--- src/rtl/pipe_reg_nop_flush_if.sv ---
// Bundle between an upstream stage and a pipe_reg_nop_flush stage register.
// Upstream drives the master side; the register presents the slave side.
interface pipe_reg_nop_flush_if #(
  parameter int unsigned WIDTH = 16,
  parameter int unsigned PC_W  = 16,
  parameter int unsigned CNT_W = 8
);
  logic             stall;
  logic             flush;
  logic             valid_in;
  logic [WIDTH-1:0] instr_in;
  logic [PC_W-1:0]  pc_in;
  logic [WIDTH-1:0] instr_out;
  logic [PC_W-1:0]  pc_out;
  logic             valid_out;
  logic             flushing;
  logic [CNT_W-1:0] bubble_cnt;

  modport master (
    output stall, flush, valid_in, instr_in, pc_in,
    input  instr_out, pc_out, valid_out, flushing, bubble_cnt
  );

  modport slave (
    input  stall, flush, valid_in, instr_in, pc_in,
    output instr_out, pc_out, valid_out, flushing, bubble_cnt
  );
endinterface

--- src/rtl/pipe_reg_nop_flush.sv ---
// Pipeline stage register with stall, multi-cycle NOP flush bursts and a
// saturating count of inserted bubbles.
module pipe_reg_nop_flush #(
  parameter int unsigned      WIDTH     = 16,
  parameter int unsigned      PC_W      = 16,
  parameter logic [WIDTH-1:0] NOP_VAL   = WIDTH'(16'h0800),
  parameter int unsigned      FLUSH_LEN = 1,
  parameter int unsigned      CNT_W     = 8
) (
  input logic                clk,
  input logic                rst,
  pipe_reg_nop_flush_if.slave bus
);

  localparam int unsigned     FlW    = $clog2(FLUSH_LEN + 1);
  localparam logic [FlW-1:0]  FlLast = FlW'(FLUSH_LEN - 1);

  typedef enum logic {StRun, StFlush} state_e;

  state_e           state_q;
  logic [FlW-1:0]   fl_cnt_q;
  logic [WIDTH-1:0] instr_q;
  logic [PC_W-1:0]  pc_q;
  logic             valid_q;
  logic [CNT_W-1:0] cnt_q;
  logic [CNT_W-1:0] cnt_inc;

  always_comb begin
    cnt_inc = (cnt_q == {CNT_W{1'b1}}) ? cnt_q : cnt_q + CNT_W'(1);
  end

  always_ff @(posedge clk) begin
    if (rst) begin
      state_q  <= StRun;
      fl_cnt_q <= '0;
      instr_q  <= NOP_VAL;
      pc_q     <= '0;
      valid_q  <= 1'b0;
      cnt_q    <= '0;
    end else if (bus.flush) begin
      // A flush restarts the burst from full length; pc is left as-is.
      instr_q  <= NOP_VAL;
      valid_q  <= 1'b0;
      fl_cnt_q <= FlLast;
      state_q  <= (FLUSH_LEN > 1) ? StFlush : StRun;
      cnt_q    <= cnt_inc;
    end else if (state_q == StFlush) begin
      // Bubbles keep coming regardless of stall until the burst is spent.
      instr_q  <= NOP_VAL;
      valid_q  <= 1'b0;
      fl_cnt_q <= fl_cnt_q - FlW'(1);
      if (fl_cnt_q == FlW'(1)) state_q <= StRun;
      cnt_q    <= cnt_inc;
    end else if (!bus.stall) begin
      pc_q <= bus.pc_in;
      if (bus.valid_in) begin
        instr_q <= bus.instr_in;
        valid_q <= 1'b1;
      end else begin
        instr_q <= NOP_VAL;
        valid_q <= 1'b0;
        cnt_q   <= cnt_inc;
      end
    end
  end

  assign bus.instr_out  = instr_q;
  assign bus.pc_out     = pc_q;
  assign bus.valid_out  = valid_q;
  assign bus.flushing   = (state_q == StFlush);
  assign bus.bubble_cnt = cnt_q;

endmodule

--- src/flat_wrapper.sv ---
// flat-port wrapper written by rule: the top's interface ports become plain ports
module pipe_reg_nop_flush_flat 
#(
  parameter int unsigned      WIDTH     = 16,
  parameter int unsigned      PC_W      = 16,
  parameter logic [WIDTH-1:0] NOP_VAL   = WIDTH'(16'h0800),
  parameter int unsigned      FLUSH_LEN = 1,
  parameter int unsigned      CNT_W     = 8
)
  (clk, rst, bus_stall, bus_flush, bus_valid_in, bus_instr_in, bus_pc_in, bus_instr_out, bus_pc_out, bus_valid_out, bus_flushing, bus_bubble_cnt);
  pipe_reg_nop_flush_if #(.WIDTH(WIDTH), .PC_W(PC_W), .CNT_W(CNT_W)) bus_i ();
  input logic clk;
  input logic rst;
  input wire logic [$bits(bus_i.stall)-1:0] bus_stall;
  input wire logic [$bits(bus_i.flush)-1:0] bus_flush;
  input wire logic [$bits(bus_i.valid_in)-1:0] bus_valid_in;
  input wire logic [$bits(bus_i.instr_in)-1:0] bus_instr_in;
  input wire logic [$bits(bus_i.pc_in)-1:0] bus_pc_in;
  output wire logic [$bits(bus_i.instr_out)-1:0] bus_instr_out;
  output wire logic [$bits(bus_i.pc_out)-1:0] bus_pc_out;
  output wire logic [$bits(bus_i.valid_out)-1:0] bus_valid_out;
  output wire logic [$bits(bus_i.flushing)-1:0] bus_flushing;
  output wire logic [$bits(bus_i.bubble_cnt)-1:0] bus_bubble_cnt;
  assign bus_i.stall = bus_stall;
  assign bus_i.flush = bus_flush;
  assign bus_i.valid_in = bus_valid_in;
  assign bus_i.instr_in = bus_instr_in;
  assign bus_i.pc_in = bus_pc_in;
  assign bus_instr_out = bus_i.instr_out;
  assign bus_pc_out = bus_i.pc_out;
  assign bus_valid_out = bus_i.valid_out;
  assign bus_flushing = bus_i.flushing;
  assign bus_bubble_cnt = bus_i.bubble_cnt;
  pipe_reg_nop_flush #(.WIDTH(WIDTH), .PC_W(PC_W), .NOP_VAL(NOP_VAL), .FLUSH_LEN(FLUSH_LEN), .CNT_W(CNT_W)) u_core (.clk(clk), .rst(rst), .bus(bus_i));
endmodule
--- config.mk ---
export PLATFORM = sky130hd
export DESIGN_NAME = pipe_reg_nop_flush_flat
export DESIGN_NICKNAME = d
export VERILOG_FILES = /design/src/rtl/pipe_reg_nop_flush_if.sv /design/src/rtl/pipe_reg_nop_flush.sv /design/src/flat_wrapper.sv
export SDC_FILE = /design/constraint.sdc
export NUM_CORES = 1
export LEC_CHECK = 0
export ABC_AREA = 1
export BUFFER_PORTS_ARGS = -buffer_cell sky130_fd_sc_hd__buf_2
export CAP_MARGIN = 20
export CORE_ASPECT_RATIO = 1.1
export CORE_MARGIN = 2
export CORE_UTILIZATION = 48
export CTS_BUF_LIST = sky130_fd_sc_hd__clkbuf_8
export DETAILED_ROUTE_END_ITERATION = 10
export PLACE_DENSITY = 0.83
export RECOVER_POWER = 100
export REMOVE_ABC_BUFFERS = 1
export SETUP_SLACK_MARGIN = 0.4
export SLEW_MARGIN = 20
export SYNTH_ARGS = -nofsm -noshare
export SYNTH_HDL_FRONTEND = slang
export SYNTH_SLANG_ARGS = --single-unit
--- constraint.sdc ---
create_clock -name clk -period 1.5 [get_ports clk]
set_input_delay 0.075 -clock clk [delete_from_list [all_inputs] [get_ports clk]]
set_output_delay 0.075 -clock clk [all_outputs]
set_load 0.02 [all_outputs]
==> flow_summary.ini <==
[sta]
finClkSkew_ns = 0.003423
final_min_period_over_clock_period_pct = 85.58
worst_pin_slew_ns = 0.4909
rsz0062_at_grt = yes
hold_slack_ns = 0.01097
max_freq_mhz = 779.0
finalMaxSlewViolations = 0
setup-tns-final_ns = 0
min_period_ns = 1.284
setup_viol_count_final = 0
worst_slack_ns = 0.2163
relSlewSlack_pct = 67.23
hold_violations = 0

[final_layout]
antennaDiodeCount = 0
final_cells = 352
drive_gt1_share_pct = 26.49
design_area_um2 = 2262
seq_area_um2 = 867.1
final_util_pct = 62.89
multi_input_area_um2 = 817.0
syn_to_final_growth_pct = 26.52
fill_cells = 362
nets = 339

[worst_setup_path]
path_max_fanout = 5
end_kind = flop
worst-setup-path-type = flop to flop
critPathLaunchType = flop
crit_arrival_ns = 1.52
cp.required_ns = 1.73

[floorplan]
start_util_pct = 49.70
die_h_um = 68.01
top_level_ports = 79
die-area_um2 = 4230
core_area_um2 = 3597
die_w_um = 62.19
num_rows = 23

[synthesis]
synth_mux_area_share_pct = 0
synth_top_family_by_area = simple AND/OR/NAND/NOR gates
avgSynthCellArea_um2 = 8.127
synth_cells = 220
synth-warning-count = 0
ys_seq_elements = 43
synth_xor_area_share_pct = 1.470
yosys.area_share.simple_pct = 29.81
synth-compound-area-share_pct = 13.51
post_synth_num_cell_types = 25
syn_area_um2 = 1788
synth_adder_area_share_pct = 0.6998
yosysSeqAreaShare_pct = 48.15

[clock_tree]
cts_buffers = 5
cts_tree = yes
h-tree-depth = 2
clk_pin_slew_ns = 0.08
cts_sinks = 43
cts_hold_buf = 0
cts_root_buf = clkbuf_8
clock_path_buffers = 2
insertion_delay_ns = 0.29

[global_routing]
grt_pass1_wl_um = 6223
grt_max_degree = 21
grt.overflow.total = 0
grt_pass1_vias = 1404
antenna_found_initial = 0
gr-usage-all-layers_pct = 18.74

[power_and_ir_drop]
ir_drop_uv = 676.2
leakage_nw = 0.9371
p_per_area_nw_per_um2 = 991.9
total_power_mw = 2.244

[place]
dp_slack_ns = 0.1867
place_congestion = 0.8527
hpwlAfterDp_um = 2687
io_buffers = 78
dp.cells = 340
placed_area_um2 = 2175

[routing]
wl_um = 3863
via_per_inst = 4.767
antenna_left = 0
wl_per_cell_um = 10.97
first_pass_iters = 4
drtIter0Drc = 84
vias = 1678
drc_errors = 0

[outcome]
status = finished, final reports clean

[min_path]
hold_class = input port to flop

[job]
maxCapViolCount = 0
## worst max-delay path, stage by stage (launching register included)
cell and delay, ns:
dfxtp_1 0.48, nand3_2 0.15, nor2_1 0.23, nand2_1 0.14, nor2_4 0.11, nor2_1 0.04
nor2_1 0.07
## path summary, 6_finish.rpt
check                                  end  slack (ns)                startpoint  cells after the start
hold reg to reg   u_core.bus.instr_out[12]        0.47  u_core.bus.instr_out[12]                      2
hold / removal        u_core.bus.pc_out[5]        0.01              bus_pc_in[5]                      3
setup / recovery  u_core.bus.bubble_cnt[7]        0.22  u_core.bus.bubble_cnt[2]                      6
setup reg to reg  u_core.bus.bubble_cnt[7]        0.22  u_core.bus.bubble_cnt[2]                      6
## cell type report
class                   count  share of cell area, %
flip-flops and latches     43                  38.33
multi-input cells         157                  36.12
repair buffers             82                  16.37
clock buffers               5                  3.042
well taps                  50                  2.765
inverters                  12                  2.655
clock inverters             3                 0.7190
## cell usage in the layout, fill, tap and decap left out, types with 3 or more instances in the layout
| cell type | n |
|---|---|
| dfxtp_1 | 40 |
| nand2_1 | 49 |
| buf_4 | 4 |
| inv_1 | 8 |
| xor2_1 | 3 |
| inv_2 | 3 |
| a21oi_1 | 17 |
| nor2_1 | 39 |
| clkbuf_8 | 5 |
| nor2_4 | 4 |
| o21ai_0 | 17 |
| nor2_2 | 9 |
| nand3_1 | 5 |
| clkbuf_1 | 40 |
| buf_2 | 38 |
## Yosys cell counts
cell type	instances	area share, %
nand2_4	3	1.9
nor2_1	35	7.3
nor2_4	4	2.5
dfxtp_1	43	48
clkbuf_1	1	0.21
buf_4	1	0.42
a21oi_1	10	2.8
buf_2	2	0.56
nand2_2	1	0.35
nor2_2	13	4.5
inv_4	1	0.35
inv_2	4	0.84
nand3_1	6	1.7
nand4_1	2	0.70
xor2_1	3	1.5
inv_1	7	1.5
ha_1	1	0.70
a21oi_2	9	4.4
or2_4	1	0.49
o21ai_4	1	0.91
nand2_1	49	10
o21ai_0	17	4.8
buf_6	4	2.5
o22ai_1	1	0.35
o21ai_1	1	0.28
## cell families (layout without fill, tap and decap cells)
| kind of cell | after synthesis | in the layout |
|---|---|---|
| fa+ha+maj | 1 | 1 |
| buf+inv | 20 | 102 |
| flops | 43 | 43 |
| compound gates | 39 | 39 |
| xor+xnor | 3 | 3 |
| simple gates | 114 | 114 |
## sequential cells by signal, summed over array words and instances, names as in the netlist
name                   flops
u_core.bus.instr_out      16
u_core.bus.flushing        1
u_core.bus.valid_out       1
u_core.fl_cnt_q            1
u_core.bus.pc_out         16
u_core.bus.bubble_cnt      8
## what timing repair did
action                     in CTS  in global routing
setup endpoints to repair      24                 25
gates resized for setup         9                 12
cloned                          0                  0
pin swaps                       4                  7
buffers inserted                4                  0
## where the power goes
group	total (mW)	switching [mW]	internal (mW)	leakage (nW)
combinational	0.317	0.199	0.118	0.539
clock	0.709	0.390	0.319	0.0453
sequential	1.22	0.0305	1.19	0.352
## layer usage
layer / vias up / GRT usage (%) / part of all wire (%)
li1: 858 / - / -
met1: 762 / 22.05 / 43
met2: 53 / 32.34 / 49
met3: 5 / 6.579 / 6.8
met4: 0 / 6.667 / 1.3
met5: - / 0 / 0
No activity file was read; power rests on OpenSTA's default activity.
